**src/rtl/secded_decoder_pipe_if.sv**
```systemverilog
// Handshake and status bundle for the SECDED decoder pipeline.
// The master drives codewords in and consumes results; the slave is the decoder.
interface secded_decoder_pipe_if #(
    parameter int DATA_W = 128,
    parameter int TAG_W  = 8,
    parameter int CNT_W  = 16
);
    function automatic int calc_r(input int dw);
        int r;
        r = 0;
        for (int i = 15; i >= 1; i--) begin
            if ((1 << i) >= dw + i + 1) r = i;
        end
        return r;
    endfunction

    localparam int R = calc_r(DATA_W);
    localparam int N = DATA_W + R + 1;

    logic              in_valid;
    logic              in_ready;
    logic [N-1:0]      codeword;
    logic [TAG_W-1:0]  in_tag;
    logic              correct_en;
    logic              out_valid;
    logic              out_ready;
    logic [DATA_W-1:0] message;
    logic [TAG_W-1:0]  out_tag;
    logic              ce;
    logic              ue;
    logic [R-1:0]      err_pos;
    logic              clr_cnt;
    logic [CNT_W-1:0]  ce_cnt;
    logic [CNT_W-1:0]  ue_cnt;
    logic [TAG_W-1:0]  ue_tag_log;
    logic              ue_log_vld;

    modport master (
        output in_valid, codeword, in_tag, correct_en, out_ready, clr_cnt,
        input  in_ready, out_valid, message, out_tag, ce, ue, err_pos,
               ce_cnt, ue_cnt, ue_tag_log, ue_log_vld
    );

    modport slave (
        input  in_valid, codeword, in_tag, correct_en, out_ready, clr_cnt,
        output in_ready, out_valid, message, out_tag, ce, ue, err_pos,
               ce_cnt, ue_cnt, ue_tag_log, ue_log_vld
    );
endinterface

```
**src/rtl/secded_decoder_pipe.sv**
```systemverilog
// Two-stage SECDED Hamming decoder: stage 1 registers syndrome/parity, stage 2 corrects,
// extracts data and classifies; saturating CE/UE counters and a first-UE tag log.
module secded_decoder_pipe #(
    parameter int DATA_W = 128,
    parameter int TAG_W  = 8,
    parameter int CNT_W  = 16
) (
    input logic                  clk,
    input logic                  rst,
    secded_decoder_pipe_if.slave bus
);
    function automatic int calc_r(input int dw);
        int r;
        r = 0;
        for (int i = 15; i >= 1; i--) begin
            if ((1 << i) >= dw + i + 1) r = i;
        end
        return r;
    endfunction

    localparam int R  = calc_r(DATA_W);
    localparam int N  = DATA_W + R + 1;
    localparam int JW = (DATA_W > 1) ? $clog2(DATA_W) : 1;

    logic              w_s2_adv;
    logic              w_s1_adv;
    logic              w_out_hs;
    logic [R-1:0]      w_s;
    logic              w_q;
    logic              w_ce;
    logic              w_ue;
    logic [N-1:0]      w_fix;
    logic [DATA_W-1:0] w_msg;

    logic              r_s1_valid;
    logic [N-1:0]      r_s1_cw;
    logic [TAG_W-1:0]  r_s1_tag;
    logic              r_s1_en;
    logic [R-1:0]      r_s1_s;
    logic              r_s1_q;

    logic              r_s2_valid;
    logic [DATA_W-1:0] r_msg;
    logic [TAG_W-1:0]  r_out_tag;
    logic              r_ce;
    logic              r_ue;
    logic [R-1:0]      r_err_pos;

    logic [CNT_W-1:0]  r_ce_cnt;
    logic [CNT_W-1:0]  r_ue_cnt;
    logic [TAG_W-1:0]  r_ue_tag_log;
    logic              r_ue_log_vld;

    assign w_s2_adv = ~r_s2_valid | bus.out_ready;
    assign w_s1_adv = ~r_s1_valid | w_s2_adv;
    assign w_out_hs = r_s2_valid & bus.out_ready;

    always_comb begin
        w_s = '0;
        for (int p = 1; p < N; p++) begin
            if (bus.codeword[p-1]) w_s = w_s ^ R'(p);
        end
        w_q = ^bus.codeword;
    end

    always_comb begin : p_decode
        logic [JW-1:0] j;
        w_ce  = 1'b0;
        w_ue  = 1'b0;
        w_fix = r_s1_cw;
        w_msg = '0;
        j     = '0;
        if (r_s1_q) begin
            if (int'(r_s1_s) <= N - 1) w_ce = 1'b1;
            else                       w_ue = 1'b1;
        end else if (r_s1_s != '0) begin
            w_ue = 1'b1;
        end
        // s=0 with q=1 means the overall-parity bit flipped; data needs no repair.
        if (w_ce && (r_s1_s != '0) && r_s1_en) begin
            for (int p = 1; p < N; p++) begin
                if (r_s1_s == R'(p)) w_fix[p-1] = ~w_fix[p-1];
            end
        end
        for (int p = 1; p < N; p++) begin
            if ((p & (p - 1)) != 0) begin
                w_msg[j] = w_fix[p-1];
                j        = j + 1'b1;
            end
        end
    end

    always_ff @(posedge clk or posedge rst) begin
        if (rst) begin
            r_s1_valid <= 1'b0;
            r_s1_cw    <= '0;
            r_s1_tag   <= '0;
            r_s1_en    <= 1'b0;
            r_s1_s     <= '0;
            r_s1_q     <= 1'b0;
        end else if (w_s1_adv) begin
            r_s1_valid <= bus.in_valid;
            if (bus.in_valid) begin
                r_s1_cw  <= bus.codeword;
                r_s1_tag <= bus.in_tag;
                r_s1_en  <= bus.correct_en;
                r_s1_s   <= w_s;
                r_s1_q   <= w_q;
            end
        end
    end

    always_ff @(posedge clk or posedge rst) begin
        if (rst) begin
            r_s2_valid <= 1'b0;
            r_msg      <= '0;
            r_out_tag  <= '0;
            r_ce       <= 1'b0;
            r_ue       <= 1'b0;
            r_err_pos  <= '0;
        end else if (w_s2_adv) begin
            r_s2_valid <= r_s1_valid;
            if (r_s1_valid) begin
                r_msg     <= w_msg;
                r_out_tag <= r_s1_tag;
                r_ce      <= w_ce;
                r_ue      <= w_ue;
                r_err_pos <= w_ce ? r_s1_s : '0;
            end
        end
    end

    // Clear wins over a same-cycle increment or log capture.
    always_ff @(posedge clk or posedge rst) begin
        if (rst) begin
            r_ce_cnt     <= '0;
            r_ue_cnt     <= '0;
            r_ue_tag_log <= '0;
            r_ue_log_vld <= 1'b0;
        end else if (bus.clr_cnt) begin
            r_ce_cnt     <= '0;
            r_ue_cnt     <= '0;
            r_ue_tag_log <= '0;
            r_ue_log_vld <= 1'b0;
        end else if (w_out_hs) begin
            if (r_ce && (r_ce_cnt != '1)) r_ce_cnt <= r_ce_cnt + 1'b1;
            if (r_ue && (r_ue_cnt != '1)) r_ue_cnt <= r_ue_cnt + 1'b1;
            if (r_ue && !r_ue_log_vld) begin
                r_ue_tag_log <= r_out_tag;
                r_ue_log_vld <= 1'b1;
            end
        end
    end

    assign bus.in_ready   = w_s1_adv;
    assign bus.out_valid  = r_s2_valid;
    assign bus.message    = r_msg;
    assign bus.out_tag    = r_out_tag;
    assign bus.ce         = r_ce;
    assign bus.ue         = r_ue;
    assign bus.err_pos    = r_err_pos;
    assign bus.ce_cnt     = r_ce_cnt;
    assign bus.ue_cnt     = r_ue_cnt;
    assign bus.ue_tag_log = r_ue_tag_log;
    assign bus.ue_log_vld = r_ue_log_vld;
endmodule

```
**src/flat_wrapper.sv**
```systemverilog
// flat-port wrapper written by rule: the top's interface ports become plain ports
module secded_decoder_pipe_flat 
#(
    parameter int DATA_W = 128,
    parameter int TAG_W  = 8,
    parameter int CNT_W  = 16
)
  (clk, rst, bus_in_valid, bus_codeword, bus_in_tag, bus_correct_en, bus_out_ready, bus_clr_cnt, bus_in_ready, bus_out_valid, bus_message, bus_out_tag, bus_ce, bus_ue, bus_err_pos, bus_ce_cnt, bus_ue_cnt, bus_ue_tag_log, bus_ue_log_vld);
  secded_decoder_pipe_if #(.DATA_W(DATA_W), .TAG_W(TAG_W), .CNT_W(CNT_W)) bus_i ();
  input logic clk;
  input logic rst;
  input wire logic [$bits(bus_i.in_valid)-1:0] bus_in_valid;
  input wire logic [$bits(bus_i.codeword)-1:0] bus_codeword;
  input wire logic [$bits(bus_i.in_tag)-1:0] bus_in_tag;
  input wire logic [$bits(bus_i.correct_en)-1:0] bus_correct_en;
  input wire logic [$bits(bus_i.out_ready)-1:0] bus_out_ready;
  input wire logic [$bits(bus_i.clr_cnt)-1:0] bus_clr_cnt;
  output wire logic [$bits(bus_i.in_ready)-1:0] bus_in_ready;
  output wire logic [$bits(bus_i.out_valid)-1:0] bus_out_valid;
  output wire logic [$bits(bus_i.message)-1:0] bus_message;
  output wire logic [$bits(bus_i.out_tag)-1:0] bus_out_tag;
  output wire logic [$bits(bus_i.ce)-1:0] bus_ce;
  output wire logic [$bits(bus_i.ue)-1:0] bus_ue;
  output wire logic [$bits(bus_i.err_pos)-1:0] bus_err_pos;
  output wire logic [$bits(bus_i.ce_cnt)-1:0] bus_ce_cnt;
  output wire logic [$bits(bus_i.ue_cnt)-1:0] bus_ue_cnt;
  output wire logic [$bits(bus_i.ue_tag_log)-1:0] bus_ue_tag_log;
  output wire logic [$bits(bus_i.ue_log_vld)-1:0] bus_ue_log_vld;
  assign bus_i.in_valid = bus_in_valid;
  assign bus_i.codeword = bus_codeword;
  assign bus_i.in_tag = bus_in_tag;
  assign bus_i.correct_en = bus_correct_en;
  assign bus_i.out_ready = bus_out_ready;
  assign bus_i.clr_cnt = bus_clr_cnt;
  assign bus_in_ready = bus_i.in_ready;
  assign bus_out_valid = bus_i.out_valid;
  assign bus_message = bus_i.message;
  assign bus_out_tag = bus_i.out_tag;
  assign bus_ce = bus_i.ce;
  assign bus_ue = bus_i.ue;
  assign bus_err_pos = bus_i.err_pos;
  assign bus_ce_cnt = bus_i.ce_cnt;
  assign bus_ue_cnt = bus_i.ue_cnt;
  assign bus_ue_tag_log = bus_i.ue_tag_log;
  assign bus_ue_log_vld = bus_i.ue_log_vld;
  secded_decoder_pipe #(.DATA_W(DATA_W), .TAG_W(TAG_W), .CNT_W(CNT_W)) u_core (.clk(clk), .rst(rst), .bus(bus_i));
endmodule
```
**config.mk**
```make
export PLATFORM = sky130hd
export DESIGN_NAME = secded_decoder_pipe_flat
export DESIGN_NICKNAME = d
export VERILOG_FILES = /design/src/rtl/secded_decoder_pipe_if.sv /design/src/rtl/secded_decoder_pipe.sv /design/src/flat_wrapper.sv
export SDC_FILE = /design/constraint.sdc
export NUM_CORES = 1
export LEC_CHECK = 0
export BUFFER_PORTS_ARGS = -buffer_cell sky130_fd_sc_hd__buf_4
export CORE_UTILIZATION = 45
export CTS_CLUSTER_SIZE = 16
export DETAILED_ROUTE_END_ITERATION = 6
export GPL_ROUTABILITY_DRIVEN = 0
export HOLD_SLACK_MARGIN = 0.12
export PLACE_DENSITY = 0.72
export SLEW_MARGIN = 25
export SYNTH_ARGS = -nofsm -noshare
export SYNTH_HDL_FRONTEND = slang
export SYNTH_SLANG_ARGS = --single-unit
```
**constraint.sdc**
```tcl
create_clock -name clk -period 26.9 [get_ports clk]
set_input_delay 0 -clock clk [delete_from_list [all_inputs] [get_ports clk]]
set_output_delay 0 -clock clk [all_outputs]
set_load 0.01 [all_outputs]
```
==> impl_metrics.csv, run 1 <==
group,metric,value,unit
status,status,"complete, no violations",
global_routing,grt_util_met3,5.805,%
timing,fin_crit_sh,11.21,%
global_routing,grtUsageMet1,36.56,%
critical_path,critPathLaunch,"u_core.r_s1_s[4]$_DFFE_PP0P_",
synthesis,ys_warn_count,0,
global_routing,grt_pass1_wl,81.86,mm
place,pre_cts_ws,23.76,ns
synthesis,synth_seq_area_share,48.74,%
clocking,post_cts_buffers,0,
final_layout,drive_above_1_share,26.48,%
synthesis,netlist_area,17200,µm²
die,die_w,197.5,µm
critical_path,arrival,3.45,ns
clocking,ctsResizeCount,0,
synthesis,yosysTopAreaCell,"dfrtp_1",
synthesis,synthTopCellsByArea,"dfrtp_1 49%, xnor2_1 13%, mux2_2 9.0%",
min_path,hold_path_class,"in2async",
route,drt_first_pass_iters,5,
synthesis,syn_inst,1632,
timing,timing_hold_violations_final,0,
final_layout,area_growth,33.41,%
critical_path,critPathCaptureType,"register",
critical_path,setup.worst_path.class,"reg2reg",
clocking,htree_levels,2,
final_layout,final_cells,2635,
synthesis,postSynthAreaPerCell,10.54,µm²
place,place_hpwl,38.84,mm
critical_path,worstPathMaxFanout,12,
clocking,root_buffer,"clkbuf_16",
route,ant_nets,0,
route,wirelength,54.92,mm
timing,worst_slack,23.89,ns
critical_path,reg2reg_slack,23.89,ns
final_layout,nets,2251,
die,die_y,197.5,µm
clocking,cts_tree,"done",
place,numPlacedInstances,2419,
synthesis,synthArstFlopShare,100.0,%
timing,drv_slew,0,
synthesis,yosys_register_bits,335,
clocking,cts.sinks,335,
clocking,clock_latency,0.55,ns
timing,finalClockSkew,0.02701,ns
timing,fin_crit,3.014,ns
synthesis,ys_top_cells_by_count,"335 x dfrtp_1, 303 x nand2_1, 265 x xnor2_1, 156 x o21ai_0, 138 x mux2_2",
power,power.density,80.37,nW/µm²
clocking,cts.clk_slew.worst_paths,0.06,ns
route,drt-initial-drc-count,866,
synthesis,synth_edf_count,0,
global_routing,grt_use_total,28.18,%
route,dr_total_vias,13630,
timing,setup_viol,0,
clocking,cts.path.max_buffers,3,
synthesis,ys_types,38,
critical_path,critPathRequiredTime,27.34,ns
synthesis,synth_top_cell_area_share,48.74,%
clocking,cts_hold_buf,149,
final_layout,final_util,60.91,%
route,drc,0,
timing,max_slew_margin,32.96,%
critical_path,r2r-end,"u_core.bus.message[41]$_DFFE_PP0P_",
power,peakVddDrop,0.00004680,V
critical_path,worstReg2RegStart,"u_core.r_s1_s[4]$_DFFE_PP0P_",
global_routing,use_met2,45.59,%
power,cellLeakagePower,9.919,nW
global_routing,grt_most_used_layer,"met2",
die,io_pins,340,
place,io_buffer_count,339,
synthesis,synth_most_common_cell,"dfrtp_1",
global_routing,first_global_vias,13660,
final_layout,fill_cells,3070,
timing,fmax,0.3318,GHz
timing,setup_tns,0,ns
critical_path,ff2ff_path_depth,7,
die,rows,71,
global_routing,antenna_found_initial,3,
timing,tightest_slew,1.003,ns
global_routing,grt_overflow_total,0,
route,via_per_inst,5.173,
synthesis,synthFlopType,"dfrtp_1",
die,initial_core_util,45.66,%
die,die_area,39000,µm²
route,post_drt_wl_per_cell,20.84,µm
run,cap_violations,0,
clocking,cts_buffers,39,
power,power,1.844,mW
critical_path,start_kind,"register",
global_routing,grt_max_degree,123,
timing,rsz0062_at_grt,"false",
synthesis,synth_nets,1785,
die,core,37670,µm²
## stage by stage
step | hold WS (ns) | cell area, µm²
4_1_cts | 0.2211 | 22910
6_report | 0.2047 | 22940
3_3_place_gp | 0.2310 | 20200
2_1_floorplan | 0.1084 | 17200
5_1_grt | 0.2589 | 22940
3_5_place_dp | 0.2368 | 20210
## state kept, by name, indices dropped and copies added (netlist names)
name	cells
u_core.bus.out_tag	8
u_core.r_s1_s	8
u_core.bus.message	128
u_core.r_s1_cw	128
u_core.r_s1_tag	8
u_core.bus.ue_cnt	16
u_core.bus.ue	1
u_core.bus.err_pos	8
u_core.bus.ue_tag_log	8
u_core.bus.out_valid	1
u_core.bus.ce_cnt	16
u_core.r_s1_valid	1
u_core.bus.ce	1
u_core.r_s1_en	1
u_core.r_s1_q	1
u_core.bus.ue_log_vld	1
## critical path, cell delays in order (launching register included)
cell      delay, ns
dfrtp_1        0.49
nor3_1         0.48
nand2_1        0.10
a2111o_1       0.49
nor4_2         0.72
nand2_1        0.24
xor2_1         0.20
o21ai_0        0.18
## how the worst max path moves through the flow
stage	endpoint	cells past startpoint
CTS	u_core.r_s1_cw[48]$_DFFE_PP0P_	5
global route	u_core.bus.message[41]$_DFFE_PP0P_	7
detailed placement	u_core.r_s1_cw[74]$_DFFE_PP0P_	5
global placement	u_core.bus.message[41]$_DFFE_PP0P_	7
finish	u_core.bus.message[41]$_DFFE_PP0P_	7
floorplan	u_core.bus.ce$_DFFE_PP0P_	1
## cell families (layout without fill, tap and decap cells)
logic type	Yosys count	in the layout	share of synthesized area (%)
flip-flops	335	335	48.74
XOR/XNOR	407	407	23.21
buffers and inverters	77	567	1.688
multiplexers	141	141	9.211
adder cells (fa/ha/maj)	2	2	0.1455
other	0	2	0
AND/OR/NAND/NOR	504	504	12.09
AO/OA/AOI/OAI	166	166	4.911
## cells in the final DEF (no fill, tap or decap), types with 3 or more instances in the layout
master         Yosys  layout
or2_2              4       4
clkbuf_1          72       5
nand2_1          303     301
o21ai_0          156     156
dfrtp_1          335     335
xnor2_1          265     265
clkbuf_8           0      10
inv_1              4       3
xnor3_1           28      28
clkbuf_16          0      39
nor2b_1            6       5
buf_6              0       4
mux2_2           138     138
xor2_1           111     111
nor3_1            11      11
clkinv_2           0       5
buf_4              0     345
nand4_1            6       6
mux2i_1            3       3
nor2_1           120     120
nand2b_1          19      17
and3_1             6       6
a21oi_1            5       4
nor4_1             4       3
nand3_1           14      14
inv_6              0       3
dlygate4sd3_1      0     149
## cell type report
cell class	instances	area, µm²	share of cell area [%]
Clock inverter	11	76.32	0.3327
Inverter	4	22.52	0.09816
Multi-Input combinational cell	1220	8558	37.30
Timing Repair Buffer	498	4126	17.99
Antenna cell	2	5.005	0.02181
Clock buffer	54	1132	4.935
Sequential cell	335	8383	36.54
Tap cell	511	639.4	2.787
## layer usage
| layer | vias up | share of wire [%] |
|---|---|---|
| met4 | 0 | 4.2 |
| li1 | 6252 | - |
| met2 | 575 | 47 |
| met1 | 6667 | 41 |
| met3 | 136 | 7.3 |
| met5 | - | 0 |
## power breakdown
part	internal [mW]	switching, mW
Combinational	0.329	0.327
Clock	0.294	0.215
Sequential	0.596	0.0835
Total	1.22	0.626
No activity file was read; power rests on OpenSTA's default activity.
==> run 2: changes to the inputs <==
==> constraint.sdc (replaced) <==
create_clock -name clk -period 2.8 [get_ports clk]
set_input_delay 0 -clock clk [delete_from_list [all_inputs] [get_ports clk]]
set_output_delay 0 -clock clk [all_outputs]
set_load 0.01 [all_outputs]
==> run 2 against run 1 <==
Net effect:
- register-to-register slack got worse by 23 ns
- die area did not move
- final cell count rose by 1.2%
- clock-buffer cell count fell by 2
- cell area rose by 1.6%
- global-route usage rose by 0.72 points
- critical endpoint is now u_core.r_s1_q$_DFFE_PP0P_
- combinational power rose to 10 times the previous value
- sequential share of layout area fell by 0.56 points
- worst setup slack got worse by 24 ns
- largest power group is now combinational logic
- non-clock buffer count rose by 28
==> impl_metrics.csv, run 2 (synthesis gave the netlist of run 1 again) <==
group,metric,value,unit
route,via_per_inst,5.146,
timing,fin_crit_sh,92.08,%
final_layout,drive_above_1_share,27.42,%
global_routing,grt_pass1_wl,84.39,mm
global_routing,grt_overflow_total,0,
timing,fin_crit,2.578,ns
final_layout,final_util,61.86,%
die,die_y,197.5,µm
final_layout,final_cells,2666,
route,dr_wl_met2,26.45,mm
run,cap_violations,0,
global_routing,grt_use_total,28.91,%
timing,fmax,0.3879,GHz
clocking,clock_latency,0.54,ns
timing,setup_viol,0,
timing,finalClockSkew,0.02475,ns
critical_path,start_kind,"input port",
clocking,htree_levels,2,
timing,drv_slew,0,
critical_path,worstPathMaxFanout,3,
final_layout,nets,2278,
place,numPlacedInstances,2453,
power,power.density,781.5,nW/µm²
final_layout,final_cell_mix,"374 x buf_4, 335 x dfrtp_1, 301 x nand2_1",
route,drt-initial-drc-count,829,
min_path,hold_path_class,"in2reg",
place,io_buffer_count,339,
timing,whs,0.2626,ns
final_layout,design_area,23300,µm²
final_layout,final_common_cell,"buf_4",
critical_path,setup.worst_path.class,"in2reg",
die,rows,71,
place,placed_area,20570,µm²
clocking,post_cts_buffers,0,
place,place_hpwl,40.34,mm
global_routing,grt_max_degree,104,
route,dr_total_vias,13720,
route,drc,0,
die,die_w,197.5,µm
clocking,root_buffer,"clkbuf_16",
critical_path,arrival,3.04,ns
route,ant_nets,0,
route,met1_length,23.07,mm
route,drt_first_pass_iters,5,
timing,tightest_slew,0.8287,ns
clocking,cts.path.max_buffers,3,
global_routing,antenna_found_initial,2,
timing,rsz0062_at_grt,"false",
status,status,"complete, no violations",
global_routing,first_global_vias,14180,
clocking,cts.clk_slew.worst_paths,0.06,ns
die,initial_core_util,45.66,%
die,io_pins,340,
clocking,cts_buffers,38,
route,routed-wl-met3,3.752,mm
power,power,18.21,mW
timing,timing_hold_violations_final,0,
route,top_layer,"met4",
critical_path,critPathRequiredTime,3.27,ns
critical_path,critPathCaptureType,"register",
power,peakVddDrop,0.0004972,V
route,wirelength,56.02,mm
die,die_area,39000,µm²
timing,max_slew_margin,44.75,%
power,cellLeakagePower,10.13,nW
clocking,cts.sinks,335,
die,core,37670,µm²
route,post_drt_wl_per_cell,21.01,µm
final_layout,area_growth,35.48,%
clocking,cts_tree,"done",
## run 2: final cells by class
type | count | area (µm²)
fillers | 3037 | 14370
inverters | 4 | 18.77
clock inverters | 15 | 207.7
repair buffers | 526 | 4419
well taps | 511 | 639.4
diodes | 3 | 7.507
flip-flops and latches | 335 | 8383
multi-input cells | 1220 | 8539
clock buffers | 52 | 1085
## run 2: what timing repair did
action / CTS / global route
hold buffers: 143 / 0
endpoints found under the hold margin: 486 / 0
resized for setup: 0 / 0
## run 2: routing by layer
layer,GRT usage (%),vias up
met3,5.856,147
met2,47.00,587
li1,-,6305
met1,36.93,6680
met5,0,-
met4,13.75,0
## run 2: report_power, final
group          switching, mW  internal [mW]
Combinational           3.25           3.29
Sequential             0.730           5.73
Clock                   2.04           3.17
## run 2: critical path, cell delays in order
cell and delay (ns):
dlygate4sd3_1 0.58, buf_4 0.16, xor2_1 0.34, xnor3_1 0.51, xnor2_1 0.32, xnor3_1 0.39, xnor3_1 0.41, xnor3_1 0.21
o21ai_1 0.12
## run 2: metrics by stage
step                      TNS, ns  setup WS [ns]
final                           0         0.2217
after global placement          0         0.2691
after CTS                       0         0.2580
after global routing            0         0.1585
after floorplan           -561.66         -1.677
after detailed placement        0         0.2382
## run 2: worst paths after layout
kind	cells after the start	slack [ns]	startpoint	end
min	3	0.26	bus_codeword[87]	u_core.r_s1_cw[87]$_DFFE_PP0P_
max reg2reg	8	0.47	u_core.r_s1_s[4]$_DFFE_PP0P_	u_core.bus.message[37]$_DFFE_PP0P_
max	9	0.22	bus_codeword[134]	u_core.r_s1_q$_DFFE_PP0P_
min in group asynchronous	4	0.63	rst	u_core.bus.message[106]$_DFFE_PP0P_
min reg2reg	2	0.47	u_core.r_s1_tag[4]$_DFFE_PP0P_	u_core.bus.out_tag[4]$_DFFE_PP0P_
max in group asynchronous	6	1.19	rst	u_core.bus.message[21]$_DFFE_PP0P_
